## config.mk

```make
export PLATFORM = sky130hd
export DESIGN_NAME = bridge_tx_buffered
export DESIGN_NICKNAME = d
export VERILOG_FILES = /design/src/rtl/bridge_tx_buffered.sv
export SDC_FILE = /design/constraint.sdc
export NUM_CORES = 1
export LEC_CHECK = 0
export BUFFER_PORTS_ARGS = -buffer_cell sky130_fd_sc_hd__buf_2
export CORE_MARGIN = 5
export CORE_UTILIZATION = 30
export DETAILED_ROUTE_END_ITERATION = 12
export SYNTH_ARGS = -nofsm -noshare
export SYNTH_HDL_FRONTEND = slang
export SYNTH_SLANG_ARGS = --single-unit
export TNS_END_PERCENT = 100
```

## constraint.sdc

```tcl
create_clock -name clk -period 2.7 [get_ports clk]
set_input_delay 0.27 -clock clk [delete_from_list [all_inputs] [get_ports clk]]
set_output_delay 0.27 -clock clk [all_outputs]
set_load 0.02 [all_outputs]
```

## src/rtl/bridge_tx_buffered.sv

```systemverilog
// Buffered bus-response to UART byte-stream encoder: queues read responses and emits "M<hex>\r\n" frames.
// Optional `BRIDGE_TX_WRITE_ACK_EN: write responses are also queued and sent as "M\r\n".
module bridge_tx_buffered #(
  parameter int DATA_WIDTH = 16,
  parameter int FIFO_DEPTH = 4
) (
  input  logic                  clk,
  input  logic                  rst,
  input  logic [DATA_WIDTH-1:0] rdata_i,
  input  logic                  rw_i,
  input  logic                  valid_i,
  output logic                  ready_o,
  output logic [7:0]            data_o,
  output logic                  valid_o,
  input  logic                  ready_i,
  output logic                  overflow_o,
  output logic                  busy_o
);

  localparam int NDIG   = DATA_WIDTH / 4;
  localparam int AW     = $clog2(FIFO_DEPTH);
  localparam int CW     = AW + 1;
  localparam int DIG_W  = (NDIG > 1) ? $clog2(NDIG) : 1;

  localparam logic [2:0] S_IDLE = 3'd0;
  localparam logic [2:0] S_PRE  = 3'd1;
  localparam logic [2:0] S_DIG  = 3'd2;
  localparam logic [2:0] S_CR   = 3'd3;
  localparam logic [2:0] S_LF   = 3'd4;

  // Each entry is {data, rw}; rw selects whether the hex digits are sent.
  logic [DATA_WIDTH:0]   mem [FIFO_DEPTH];
  logic [AW-1:0]         wr_ptr_q, wr_ptr_d;
  logic [AW-1:0]         rd_ptr_q, rd_ptr_d;
  logic [CW-1:0]         count_q, count_d;
  logic                  ready_q, ready_d;
  logic                  ovf_q, ovf_d;
  logic [2:0]            state_q, state_d;
  logic [DATA_WIDTH-1:0] shift_q, shift_d;
  logic                  rw_q, rw_d;
  logic [DIG_W-1:0]      dig_q, dig_d;

  logic                  push_type;
  logic                  push;
  logic                  drop;
  logic                  pop;
  logic                  empty;
  logic [DATA_WIDTH:0]   head;
  logic [3:0]            nib;
  logic [7:0]            hex;
  logic [7:0]            data_d;

  // NOTE: every signal assigned in always_comb gets a default first, so no path leaves it unassigned and no latch is inferred.
  always_comb begin
    push_type = rw_i;
`ifdef BRIDGE_TX_WRITE_ACK_EN
    push_type = 1'b1;
`endif
    // Acceptance looks only at the registered full flag, so a same-cycle pop never frees a slot for a push.
    push  = valid_i & push_type & ready_q;
    drop  = valid_i & push_type & ~ready_q;
    empty = (count_q == '0);
    pop   = ~empty & ((state_q == S_IDLE) | ((state_q == S_LF) & ready_i));
    head  = mem[rd_ptr_q];

    state_d = state_q;
    shift_d = shift_q;
    rw_d    = rw_q;
    dig_d   = dig_q;

    case (state_q)
      S_IDLE: if (pop) state_d = S_PRE;
      S_PRE: begin
        if (ready_i) begin
          state_d = rw_q ? S_DIG : S_CR;
          dig_d   = DIG_W'(NDIG - 1);
        end
      end
      S_DIG: begin
        if (ready_i) begin
          shift_d = shift_q << 4;
          if (dig_q == '0) state_d = S_CR;
          else             dig_d   = dig_q - DIG_W'(1);
        end
      end
      S_CR:  if (ready_i) state_d = S_LF;
      S_LF:  if (ready_i) state_d = pop ? S_PRE : S_IDLE;
      default: state_d = S_IDLE;
    endcase

    if (pop) begin
      shift_d = head[DATA_WIDTH:1];
      rw_d    = head[0];
    end

    count_d  = count_q + CW'(push) - CW'(pop);
    ready_d  = (count_d != CW'(FIFO_DEPTH));
    wr_ptr_d = push ? wr_ptr_q + AW'(1) : wr_ptr_q;
    rd_ptr_d = pop  ? rd_ptr_q + AW'(1) : rd_ptr_q;
    ovf_d    = ovf_q | drop;

    // Digits are always taken from the top nibble; the shift register walks MS to LS.
    nib = shift_q[DATA_WIDTH-1 -: 4];
    hex = (nib < 4'd10) ? (8'h30 + {4'h0, nib}) : (8'h37 + {4'h0, nib});

    data_d = 8'h00;
    case (state_q)
      S_PRE:   data_d = 8'h4D;
      S_DIG:   data_d = hex;
      S_CR:    data_d = 8'h0D;
      S_LF:    data_d = 8'h0A;
      default: data_d = 8'h00;
    endcase
  end

  // NOTE: sequential state uses non-blocking assignments so all flops update together from pre-edge values.
  always_ff @(posedge clk) begin
    if (rst) begin
      wr_ptr_q <= '0;
      rd_ptr_q <= '0;
      count_q  <= '0;
      ready_q  <= 1'b1;
      ovf_q    <= 1'b0;
      state_q  <= S_IDLE;
      shift_q  <= '0;
      rw_q     <= 1'b0;
      dig_q    <= '0;
    end else begin
      wr_ptr_q <= wr_ptr_d;
      rd_ptr_q <= rd_ptr_d;
      count_q  <= count_d;
      ready_q  <= ready_d;
      ovf_q    <= ovf_d;
      state_q  <= state_d;
      shift_q  <= shift_d;
      rw_q     <= rw_d;
      dig_q    <= dig_d;
    end
  end

  // NOTE: the storage array is not reset; the pointers and count alone decide which entries are live.
  always_ff @(posedge clk) begin
    if (push) mem[wr_ptr_q] <= {rdata_i, rw_i};
  end

  assign data_o     = data_d;
  assign valid_o    = (state_q != S_IDLE);
  assign ready_o    = ready_q;
  assign overflow_o = ovf_q;
  assign busy_o     = (state_q != S_IDLE) | ~empty;

endmodule

```

==> metrics.txt, run 1 <==
# TYPE chip_impl_metric gauge
chip_impl_info{name="unrepaired_setup_endpoints_after_global_routing",value="no"} 1
chip_impl_metric{name="global_routing_met3_resource_utilization",unit="%"} 2.72
chip_impl_metric{name="seq_area",unit="um2"} 2700
chip_impl_metric{name="core_area",unit="um2"} 13700
chip_impl_metric{name="ff2ff_path_depth",unit=""} 10
chip_impl_metric{name="max-clock-path-buffers",unit=""} 2
chip_impl_metric{name="die_width",unit="um"} 128
chip_impl_metric{name="finalMaxSlewViolations",unit=""} 0
chip_impl_metric{name="number_of_port_buffers",unit=""} 31
chip_impl_info{name="timing.critical_path.to_type",value="flip-flop"} 1
chip_impl_info{name="timing.critical_path.max_delay_family",value="adder cells"} 1
chip_impl_metric{name="place_area",unit="um2"} 4490
chip_impl_metric{name="grt_remaining_overflow",unit=""} 0
chip_impl_metric{name="insertedDiodeCount",unit=""} 0
chip_impl_metric{name="ant_nets",unit=""} 0
chip_impl_info{name="tritoncts",value="yes"} 1
chip_impl_metric{name="start_util",unit="%"} 30.2
chip_impl_metric{name="detail_route.drc_violations",unit=""} 0
chip_impl_metric{name="worst_hold_path.num_cells",unit=""} 1
chip_impl_metric{name="final_critical_path_setup_slack",unit="ns"} 0.338
chip_impl_metric{name="synth-seq-cells",unit=""} 101
chip_impl_metric{name="clk-insertion-delay-late",unit="ns"} 0.34
chip_impl_metric{name="cts_num_sinks",unit=""} 101
chip_impl_metric{name="syn_to_final_growth",unit="%"} 15.3
chip_impl_metric{name="clock_skew",unit="ns"} 0.00584
chip_impl_metric{name="die-height",unit="um"} 128
chip_impl_info{name="cts.root.buffer_cell",value="clkbuf_16"} 1
chip_impl_metric{name="drv.max_cap_violation_count",unit=""} 0
chip_impl_metric{name="post_cts_buffers",unit=""} 0
chip_impl_metric{name="final.min_clock_period",unit="ns"} 2.36
chip_impl_metric{name="yosys_warnings",unit=""} 0
chip_impl_metric{name="globalRouteTotalUtil",unit="%"} 9.86
chip_impl_metric{name="seq_total_area_yosys",unit="%"} 65.2
chip_impl_metric{name="detail_route.wirelength",unit="mm"} 7.61
chip_impl_metric{name="post_layout_nonfiller_instances",unit=""} 507
chip_impl_metric{name="post_cts_resized",unit=""} 0
chip_impl_info{name="setup.worst_path.class",value="reg2reg"} 1
chip_impl_metric{name="hold_slack",unit="ns"} 0.143
chip_impl_info{name="most_frequent_standard_cell_in_the_layout_excluding_fill_and_tap_cells",value="edfxtp_1"} 1
chip_impl_metric{name="synth.net_count",unit=""} 320
chip_impl_metric{name="path_depth",unit=""} 10
chip_impl_info{name="highest_count_cells_in_the_layout_ignoring_fill_and_taps",value="edfxtp_1, dfxtp_1, buf_2"} 1
chip_impl_info{name="hold_path.class",value="in2reg"} 1
chip_impl_metric{name="postLayoutCoreUtil",unit="%"} 34.9
chip_impl_metric{name="avgSynthCellArea",unit="um2"} 14.3
chip_impl_metric{name="grt_pass1_vias",unit=""} 2375
chip_impl_metric{name="fillerInstances",unit=""} 1324
chip_impl_metric{name="fin_area",unit="um2"} 4780
chip_impl_metric{name="clock_slew_at_reported_path_ffs",unit="ns"} 0.07
chip_impl_metric{name="initial_antenna_violation_count",unit=""} 0
chip_impl_metric{name="detailed_place_hpwl",unit="mm"} 4.98
chip_impl_metric{name="post_synthesis_cell_count",unit=""} 290
chip_impl_metric{name="post-route-period-util",unit="%"} 87.5
chip_impl_metric{name="grtUsageMet2",unit="%"} 16.4
chip_impl_metric{name="grt_start_max_net_pins",unit=""} 32
chip_impl_metric{name="place_worst_setup_slack",unit="ns"} 0.319
chip_impl_info{name="critPathSlowestCell",value="or3_4"} 1
chip_impl_metric{name="route.detailed.wl_per_inst",unit="um"} 15.0
chip_impl_metric{name="grt_use_met1",unit="%"} 12.5
chip_impl_metric{name="grt_pass1_wl",unit="mm"} 12.5
chip_impl_info{name="worstPathCellList",value="or3_4 > and3_4 > ha_1 > inv_1 > ha_1 > fa_1 > xnor2_1 > xnor2_1 > nor2_1 > nand2_1"} 1
chip_impl_metric{name="library_cells_used_by_synthesis",unit=""} 44
chip_impl_metric{name="detail_route.iter0.violations",unit=""} 118
chip_impl_metric{name="cts_made_buffers",unit=""} 9
chip_impl_metric{name="timing.final.hold_violations",unit=""} 0
chip_impl_metric{name="drive_above_1_share",unit="%"} 24.5
chip_impl_metric{name="design.die.area",unit="um2"} 16300
chip_impl_metric{name="critPathRequiredTime",unit="ns"} 2.92
chip_impl_metric{name="detailroute.via_count",unit=""} 2297
chip_impl_metric{name="worstMarginPinSlew",unit="ns"} 0.595
chip_impl_metric{name="setup_viol",unit=""} 0
chip_impl_metric{name="row_count",unit=""} 43
chip_impl_metric{name="ioPinCount",unit=""} 33
chip_impl_info{name="timing.critical_path.from_type",value="flip-flop"} 1
chip_impl_metric{name="syn-cell-area",unit="um2"} 4150
chip_impl_metric{name="placed_cells_incl_taps",unit=""} 491
chip_impl_metric{name="critical_path_arrival",unit="ns"} 2.59
chip_impl_metric{name="cts.htree.levels",unit=""} 3
chip_impl_metric{name="design_power_total",unit="mW"} 4.61
chip_impl_metric{name="critical_path.n_buffers_inverters",unit=""} 1
chip_impl_metric{name="cts_hold_buf",unit=""} 0
chip_impl_metric{name="totalNegativeSetupSlack",unit="ns"} 0
chip_impl_info{name="global_route.peak_usage_layer",value="met2"} 1
chip_impl_info{name="run_status",value="complete, no violations"} 1
chip_impl_metric{name="drtPass1Iterations",unit=""} 4
chip_impl_metric{name="worst-path-max-fanout",unit=""} 5
chip_impl_metric{name="worst_slew_margin_rel",unit="%"} 60.3
chip_impl_metric{name="critical_path_s_largest_stage_delay",unit="ns"} 0.42
chip_impl_metric{name="power.leakage",unit="nW"} 1.65
chip_impl_metric{name="nNetsFinal",unit=""} 352
chip_impl_metric{name="multi_input_comb_area",unit="um2"} 1290
chip_impl_metric{name="gp_congestion",unit=""} 0.752
chip_impl_metric{name="detail_route.vias_per_cell",unit=""} 4.53
chip_impl_metric{name="vdd_drop_max",unit="uV"} 356
chip_impl_metric{name="pwr_density_cell",unit="nW/um2"} 965
chip_impl_metric{name="max_clock_freq",unit="MHz"} 423
-- per-layer routing --
layer	vias to the layer above	part of all wire [%]
met1	1117	46
li1	1138	-
met4	0	1.1
met3	5	4.2
met2	37	48
met5	-	0
-- flip-flops by register name, indices dropped and copies added (netlist names), named ones only --
register,count
mem,68
shift_q,16
count_q,3
state_q,3
dig_q,2
rd_ptr_q,2
wr_ptr_q,2
overflow_o,1
ready_o,1
rw_q,1
-- power breakdown --
part	leakage (nW)	total (mW)	internal, mW	switching [mW]
clock	0.140	1.24	0.648	0.590
sequential	0.888	1.99	1.85	0.140
combinational	0.625	1.39	0.611	0.776
total	1.65	4.61	3.11	1.51
-- worst register-to-register path, stage by stage (launching register included) --
cell and delay (ns):
dfxtp_1 0.32, or3_4 0.42, and3_4 0.19, ha_1 0.26, inv_1 0.04, ha_1 0.18
fa_1 0.37, xnor2_1 0.15, xnor2_1 0.13, nor2_1 0.12, nand2_1 0.07
-- final timing paths --
path | startpoint | end | slack (ns)
setup / recovery | count_q[0] | ready_o | 0.34
hold / removal | rdata_i[7] | mem[1][8] | 0.14
setup reg to reg | count_q[0] | ready_o | 0.34
hold reg to reg | shift_q[7] | shift_q[7] | 0.45
-- kinds of logic (layout without fill, tap and decap cells) --
logic type      after synthesis  count (layout)  synth area share, %
xor+xnor                      7               7                 1.48
flops                       101             101                 65.2
mux                          22              22                 10.4
compound gates               49              49                 7.81
buf+inv                      32              69                 3.65
simple gates                 69              69                 8.48
other cells                   1               1               0.0904
fa+ha+maj                     9               9                 2.90
-- synth_stat cells --
cell type / n / area [um2]
nor2_1: 22 / 82.6
nand2_1: 16 / 60.1
or2_1: 1 / 6.26
and3_4: 1 / 11.3
or2_2: 1 / 6.26
o311ai_0: 1 / 8.76
buf_6: 1 / 11.3
or3_4: 1 / 11.3
nand2b_1: 3 / 18.8
mux2i_1: 5 / 50.1
a31oi_1: 2 / 12.5
edfxtp_1: 68 / 2040
nor3b_1: 2 / 15.0
o21ai_0: 4 / 20.0
and4bb_2: 1 / 12.5
ha_1: 8 / 100
mux4_2: 17 / 383
nand4_1: 1 / 6.26
buf_1: 1 / 3.75
conb_1: 1 / 3.75
or2_0: 1 / 6.26
a31oi_4: 1 / 21.3
nand3_1: 3 / 15.0
or3b_1: 1 / 8.76
a311oi_1: 1 / 8.76
buf_2: 7 / 35.0
fa_1: 1 / 20.0
o21ai_1: 1 / 5.00
clkbuf_1: 6 / 22.5
o21a_1: 1 / 7.51
xnor2_1: 5 / 43.8
a21oi_2: 2 / 17.5
a311o_1: 1 / 10.0
nor2b_1: 5 / 31.3
a211oi_1: 1 / 7.51
and2_1: 6 / 37.5
a22oi_1: 14 / 105
inv_1: 13 / 48.8
dfxtp_1: 33 / 661
buf_4: 4 / 30.0
a21oi_1: 20 / 100
and3_1: 2 / 12.5
xor2_1: 2 / 17.5
nor3_1: 2 / 10.0
-- final cells by class --
type                    count  share of cell area (%)
clock buffers               9                    4.71
clock inverters             7                    1.36
flip-flops and latches    101                    56.5
well taps                 180                    4.71
repair buffers             40                    4.66
inverters                  13                    1.02
multi-input cells         157                    27.0
(Power assumes the default switching activity.)
==> run 2, diff against run 1 <==
==> constraint.sdc (replaced) <==
create_clock -name clk -period 2.7 [get_ports clk]
set_input_delay 0.135 -clock clk [delete_from_list [all_inputs] [get_ports clk]]
set_output_delay 0.135 -clock clk [all_outputs]
set_load 0.02 [all_outputs]
==> metrics.txt, run 2 (same netlist as run 1, synthesis figures left out) <==
# TYPE chip_impl_metric gauge
chip_impl_info{name="run_status",value="complete, no violations"} 1
chip_impl_info{name="highest_count_cells_in_the_layout_ignoring_fill_and_taps",value="edfxtp_1, dfxtp_1, buf_2"} 1
chip_impl_metric{name="drive_above_1_share",unit="%"} 24.1
chip_impl_metric{name="seq_area",unit="um2"} 2700
chip_impl_metric{name="vdd_drop_max",unit="uV"} 344
chip_impl_metric{name="detail_route.vias_per_cell",unit=""} 4.66
chip_impl_metric{name="power.leakage",unit="nW"} 1.68
chip_impl_info{name="unrepaired_setup_endpoints_after_global_routing",value="no"} 1
chip_impl_metric{name="core_area",unit="um2"} 13700
chip_impl_metric{name="number_of_port_buffers",unit=""} 31
chip_impl_metric{name="detailroute.via_count",unit=""} 2387
chip_impl_metric{name="nNetsFinal",unit=""} 357
chip_impl_metric{name="start_util",unit="%"} 30.2
chip_impl_metric{name="syn_to_final_growth",unit="%"} 16.5
chip_impl_metric{name="fin_area",unit="um2"} 4830
chip_impl_metric{name="pwr_density_cell",unit="nW/um2"} 956
chip_impl_info{name="timing.critical_path.to_type",value="flip-flop"} 1
chip_impl_metric{name="cts_made_buffers",unit=""} 9
chip_impl_metric{name="detail_route.drc_violations",unit=""} 0
chip_impl_info{name="most_frequent_standard_cell_in_the_layout_excluding_fill_and_tap_cells",value="edfxtp_1"} 1
chip_impl_metric{name="final_critical_path_setup_slack",unit="ns"} 0.333
chip_impl_metric{name="place_worst_setup_slack",unit="ns"} 0.324
chip_impl_metric{name="grt_pass1_vias",unit=""} 2385
chip_impl_info{name="top_layer_used",value="met4"} 1
chip_impl_metric{name="detail_route.iter0.violations",unit=""} 140
chip_impl_metric{name="largest_register_ff_count",unit=""} 68
chip_impl_info{name="tritoncts",value="yes"} 1
chip_impl_metric{name="initial_antenna_violation_count",unit=""} 0
chip_impl_metric{name="cts.htree.levels",unit=""} 3
chip_impl_metric{name="wl_met3",unit="um"} 290
chip_impl_metric{name="die-height",unit="um"} 128
chip_impl_metric{name="gp_congestion",unit=""} 0.764
chip_impl_metric{name="post-route-period-util",unit="%"} 87.7
chip_impl_metric{name="ant_nets",unit=""} 0
chip_impl_metric{name="worstMarginPinSlew",unit="ns"} 0.592
chip_impl_metric{name="max-clock-path-buffers",unit=""} 2
chip_impl_metric{name="timing.final.hold_violations",unit=""} 0
chip_impl_info{name="largest_registers",value="mem x68, shift_q x16"} 1
chip_impl_metric{name="insertedDiodeCount",unit=""} 0
chip_impl_metric{name="worst-path-max-fanout",unit=""} 5
chip_impl_metric{name="drv.max_cap_violation_count",unit=""} 0
chip_impl_metric{name="clock_slew_at_reported_path_ffs",unit="ns"} 0.07
chip_impl_metric{name="setup_viol",unit=""} 0
chip_impl_metric{name="routed_met1_length",unit="mm"} 3.61
chip_impl_metric{name="max_clock_freq",unit="MHz"} 422
chip_impl_metric{name="cts_num_sinks",unit=""} 101
chip_impl_metric{name="worst_slew_margin_rel",unit="%"} 60.5
chip_impl_info{name="largest-register",value="mem"} 1
chip_impl_metric{name="fillerInstances",unit=""} 1314
chip_impl_metric{name="grt_start_max_net_pins",unit=""} 32
chip_impl_info{name="hold_path.class",value="in2reg"} 1
chip_impl_metric{name="ioPinCount",unit=""} 33
chip_impl_metric{name="final.min_clock_period",unit="ns"} 2.37
chip_impl_metric{name="clock_skew",unit="ns"} 0.00983
chip_impl_info{name="timing.critical_path.from_type",value="flip-flop"} 1
chip_impl_metric{name="grt_pass1_wl",unit="mm"} 12.6
chip_impl_metric{name="design.die.area",unit="um2"} 16300
chip_impl_metric{name="multi_input_comb_area",unit="um2"} 1290
chip_impl_metric{name="critPathRequiredTime",unit="ns"} 2.93
chip_impl_metric{name="row_count",unit=""} 43
chip_impl_metric{name="critical_path_arrival",unit="ns"} 2.59
chip_impl_metric{name="globalRouteTotalUtil",unit="%"} 10.0
chip_impl_metric{name="met2WireLength",unit="mm"} 3.72
chip_impl_metric{name="die_width",unit="um"} 128
chip_impl_metric{name="totalNegativeSetupSlack",unit="ns"} 0
chip_impl_metric{name="place_area",unit="um2"} 4490
chip_impl_metric{name="grt_remaining_overflow",unit=""} 0
chip_impl_metric{name="detailed_place_hpwl",unit="mm"} 5.00
chip_impl_info{name="cts.root.buffer_cell",value="clkbuf_16"} 1
chip_impl_info{name="setup.worst_path.class",value="reg2reg"} 1
chip_impl_metric{name="drtPass1Iterations",unit=""} 4
chip_impl_metric{name="clk-insertion-delay-late",unit="ns"} 0.34
chip_impl_metric{name="route.detailed.wl_per_inst",unit="um"} 15.1
chip_impl_metric{name="detail_route.wirelength",unit="mm"} 7.71
chip_impl_metric{name="finalMaxSlewViolations",unit=""} 0
run 2: cell types whose count changed in the layout (fill, tap and decap cells not counted), sizes merged:
cell | before | now
clkinv | 2 | 3
dlygate4sd3 | 0 | 5
clkinvlp | 1 | 0
run 2: final timing paths:
kind	from	depth (start not counted)	end	slack [ns]
worst max-delay path	count_q[1]	10	ready_o	0.33
worst min-delay path	rdata_i[2]	1	mem[2][3]	0.02
worst max register to register	count_q[1]	10	ready_o	0.33
worst min register to register	shift_q[11]	2	shift_q[11]	0.45
run 2: critical path, stage by stage (launching register included):
cell and delay, ns:
dfxtp_1 0.33, or3_4 0.41, and3_4 0.19, ha_1 0.26, inv_1 0.04, ha_1 0.19
fa_1 0.39, xnor2_1 0.15, xnor2_1 0.12, nor2_1 0.12, nand2_1 0.06
run 2: final cells by class:
type / count / area share (%)
clock buffers: 9 / 4.66
clock inverters: 7 / 1.32
inverters: 13 / 1.01
multi-input cells: 157 / 26.8
flip-flops and latches: 101 / 55.9
well taps: 180 / 4.66
repair buffers: 45 / 5.64
run 2: repair_timing:
item / 4_1_cts / 5_1_grt
resized for setup: 0 / 0
setup buffers: 0 / 0
hold buffers: 4 / 1
hold endpoints to repair: 13 / 4
run 2: per-stage QoR:
stage / total power, mW / hold WS (ns) / instances / utilization [%]
after global routing: 4.93 / 0.00608 / 512 / 35.2
after CTS: 4.68 / 0.00198 / 511 / 35.1
after detailed placement: 3.44 / 0.353 / 491 / 32.7
after floorplan: 3.11 / 0.207 / 290 / -
final: 4.62 / 0.0157 / 512 / 35.2
after global placement: 3.40 / 0.350 / 491 / 32.7
run 2: per-layer routing:
layer | vias to the layer above | GRT usage [%]
met5 | - | 0
met4 | 0 | 3.18
met3 | 8 | 2.68
met2 | 48 | 16.6
met1 | 1182 | 12.8
li1 | 1149 | -
run 2: power breakdown:
part	total, mW	leakage [nW]	switching [mW]	internal (mW)
sequential	1.99	0.888	0.143	1.85
clock	1.23	0.143	0.583	0.646
combinational	1.40	0.646	0.777	0.619
==> run 3, diff against run 2 <==
- ABC_AREA: not set -> 1
==> metrics.txt, run 3 <==
# TYPE chip_impl_metric gauge
chip_impl_info{name="run_status",value="complete, no violations"} 1
chip_impl_info{name="largest_registers",value="mem x68, shift_q x16"} 1
chip_impl_metric{name="die_width",unit="um"} 130
chip_impl_metric{name="fillerInstances",unit=""} 1372
chip_impl_metric{name="detail_route.wirelength",unit="mm"} 8.71
chip_impl_metric{name="route.detailed.wl_per_inst",unit="um"} 13.5
chip_impl_metric{name="worstMarginPinSlew",unit="ns"} 0.693
chip_impl_info{name="unrepaired_setup_endpoints_after_global_routing",value="no"} 1
chip_impl_metric{name="die-height",unit="um"} 130
chip_impl_metric{name="seq_area",unit="um2"} 2700
chip_impl_metric{name="cts.htree.levels",unit=""} 3
chip_impl_metric{name="fin_area",unit="um2"} 4940
chip_impl_metric{name="row_count",unit=""} 43
chip_impl_info{name="setup.worst_path.class",value="reg2reg"} 1
chip_impl_metric{name="vdd_drop_max",unit="uV"} 397
chip_impl_metric{name="post_cts_buffers",unit=""} 0
chip_impl_info{name="largest-register",value="mem"} 1
chip_impl_metric{name="detailed_place_hpwl",unit="mm"} 5.67
chip_impl_metric{name="grt_start_max_net_pins",unit=""} 31
chip_impl_metric{name="library_cells_used_by_synthesis",unit=""} 28
chip_impl_info{name="hold_path.class",value="in2reg"} 1
chip_impl_info{name="most_frequent_standard_cell_in_the_layout_excluding_fill_and_tap_cells",value="nand2_1"} 1
chip_impl_metric{name="place_worst_setup_slack",unit="ns"} 0.682
chip_impl_metric{name="drtPass1Iterations",unit=""} 4
chip_impl_metric{name="timing.final.hold_violations",unit=""} 0
chip_impl_metric{name="insertedDiodeCount",unit=""} 0
chip_impl_info{name="highest_count_cells_in_the_layout_ignoring_fill_and_taps",value="nand2_1, edfxtp_1, o21ai_0"} 1
chip_impl_metric{name="ioPinCount",unit=""} 33
chip_impl_metric{name="pwr_density_cell",unit="nW/um2"} 996
chip_impl_metric{name="avgSynthCellArea",unit="um2"} 10.0
chip_impl_metric{name="place_area",unit="um2"} 4620
chip_impl_info{name="yosys_most_used_dff",value="edfxtp_1"} 1
chip_impl_metric{name="grt_pass1_vias",unit=""} 2890
chip_impl_metric{name="synth_async_sr_flop_share",unit="%"} 0
chip_impl_info{name="cts.root.buffer_cell",value="clkbuf_16"} 1
chip_impl_metric{name="power.leakage",unit="nW"} 1.94
chip_impl_metric{name="gp_congestion",unit=""} 0.744
chip_impl_metric{name="grt_pass1_wl",unit="mm"} 14.4
chip_impl_info{name="tritoncts",value="yes"} 1
chip_impl_metric{name="finalMaxSlewViolations",unit=""} 0
chip_impl_metric{name="critical_path_arrival",unit="ns"} 2.26
chip_impl_info{name="timing.critical_path.from_type",value="flip-flop"} 1
chip_impl_metric{name="clock_slew_at_reported_path_ffs",unit="ns"} 0.07
chip_impl_metric{name="post-route-period-util",unit="%"} 75.4
chip_impl_metric{name="ant_nets",unit=""} 0
chip_impl_metric{name="max_clock_freq",unit="MHz"} 491
chip_impl_metric{name="nNetsFinal",unit=""} 491
chip_impl_metric{name="start_util",unit="%"} 30.8
chip_impl_metric{name="totalNegativeSetupSlack",unit="ns"} 0
chip_impl_metric{name="synth.net_count",unit=""} 458
chip_impl_metric{name="syn-cell-area",unit="um2"} 4290
chip_impl_metric{name="clk-insertion-delay-late",unit="ns"} 0.34
chip_impl_metric{name="drive_above_1_share",unit="%"} 13.5
chip_impl_info{name="synth_top_cells_by_count",value="nand2_1, edfxtp_1, o21ai_0"} 1
chip_impl_metric{name="largest_register_ff_count",unit=""} 68
chip_impl_metric{name="detail_route.vias_per_cell",unit=""} 4.56
chip_impl_metric{name="grt_remaining_overflow",unit=""} 0
chip_impl_metric{name="detailroute.via_count",unit=""} 2945
chip_impl_metric{name="cts_num_sinks",unit=""} 101
chip_impl_metric{name="worst_slew_margin_rel",unit="%"} 53.7
chip_impl_metric{name="synth-seq-cells",unit=""} 101
chip_impl_metric{name="initial_antenna_violation_count",unit=""} 1
chip_impl_metric{name="max-clock-path-buffers",unit=""} 2
chip_impl_metric{name="final_critical_path_setup_slack",unit="ns"} 0.664
chip_impl_metric{name="globalRouteTotalUtil",unit="%"} 11.1
chip_impl_metric{name="core_area",unit="um2"} 13900
chip_impl_metric{name="number_of_enable_type_register_cells_in_the_synthesized_netlist",unit=""} 68
chip_impl_info{name="synth.area.top_cells",value="edfxtp_1, dfxtp_1, o21ai_0"} 1
chip_impl_metric{name="detail_route.iter0.violations",unit=""} 165
chip_impl_metric{name="postLayoutCoreUtil",unit="%"} 35.5
chip_impl_metric{name="cts_made_buffers",unit=""} 9
chip_impl_metric{name="design.die.area",unit="um2"} 16800
chip_impl_info{name="synthMostInstantiatedCell",value="nand2_1"} 1
chip_impl_metric{name="worst-path-max-fanout",unit=""} 9
chip_impl_metric{name="multi_input_comb_area",unit="um2"} 1320
chip_impl_info{name="timing.critical_path.to_type",value="flip-flop"} 1
chip_impl_metric{name="seq_total_area_yosys",unit="%"} 63.0
chip_impl_metric{name="yosysTopAreaCellShare",unit="%"} 47.6
chip_impl_metric{name="drv.max_cap_violation_count",unit=""} 0
chip_impl_metric{name="syn_to_final_growth",unit="%"} 15.2
chip_impl_metric{name="clock_skew",unit="ns"} 0.00915
chip_impl_metric{name="yosys_warnings",unit=""} 0
chip_impl_metric{name="critPathRequiredTime",unit="ns"} 2.92
chip_impl_metric{name="number_of_port_buffers",unit=""} 31
chip_impl_metric{name="detail_route.drc_violations",unit=""} 0
chip_impl_metric{name="setup_viol",unit=""} 0
chip_impl_metric{name="final.min_clock_period",unit="ns"} 2.04
chip_impl_metric{name="hold_slack",unit="ns"} 0.0118
chip_impl_info{name="cell_type_with_the_highest_aggregate_area_in_the_netlist",value="edfxtp_1"} 1
chip_impl_metric{name="post_synthesis_cell_count",unit=""} 428
==> run 3: cells by family after synthesis <==
logic type	count (synthesis)	share of synthesized area (%)
XOR/XNOR	2	0.408
AO/OA/AOI/OAI	98	11.8
buffers and inverters	61	6.30
AND/OR/NAND/NOR	156	15.7
other	1	0.0874
adder cells (fa/ha/maj)	9	2.80
flip-flops	101	63.0
==> run 3: power by group <==
group          switching [mW]  internal [mW]  leakage, nW
Combinational            1.10          0.535        0.899
Sequential              0.147           1.84        0.889
Clock                   0.565          0.731        0.147
==> run 3: layout make-up <==
class / instances / area share, %
timing repair buffer: 40 / 4.61
inverter: 43 / 3.27
multi-input combinational: 266 / 26.7
tap: 180 / 4.56
clock buffer: 9 / 4.56
sequential: 101 / 54.7
clock inverter: 7 / 1.65
==> run 3: metal layers <==
layer	GRT usage, %	vias up	share of wire, %
met5	0	-	0.15
met4	3.00	2	1.0
met3	3.09	11	5.8
met2	17.9	63	47
met1	14.6	1363	46
li1	-	1506	-
==> run 3: metrics by stage <==
| stage | instances | total power, mW |
|---|---|---|
| floorplan | 428 | 3.31 |
| global placement | 628 | 3.63 |
| detailed placement | 628 | 3.67 |
| CTS | 646 | 4.97 |
| global route | 646 | 5.33 |
| finish | 646 | 4.92 |
==> run 3: repair_timing <==
action	CTS	global route
resized for setup	0	0
hold endpoints to repair	8	0
hold buffers	2	0
==> run 3: final timing paths <==
check,start,end,slack (ns),cells past startpoint
worst max register to register,ready_o,ready_o,0.66,9
worst max-delay path,ready_o,ready_o,0.66,9
worst min register to register,dig_q[1],dig_q[1],0.46,2
worst min-delay path,rdata_i[14],mem[0][15],0.01,1
==> run 3: worst max-delay path, cell delays in order, from the launching register on <==
cell and delay [ns]:
dfxtp_1 0.35, nand3_1 0.26, ha_1 0.38, inv_1 0.04, ha_1 0.18, fa_1 0.38, nand2_1 0.08, nand2_1 0.04
nor2_1 0.13, nand3_1 0.08
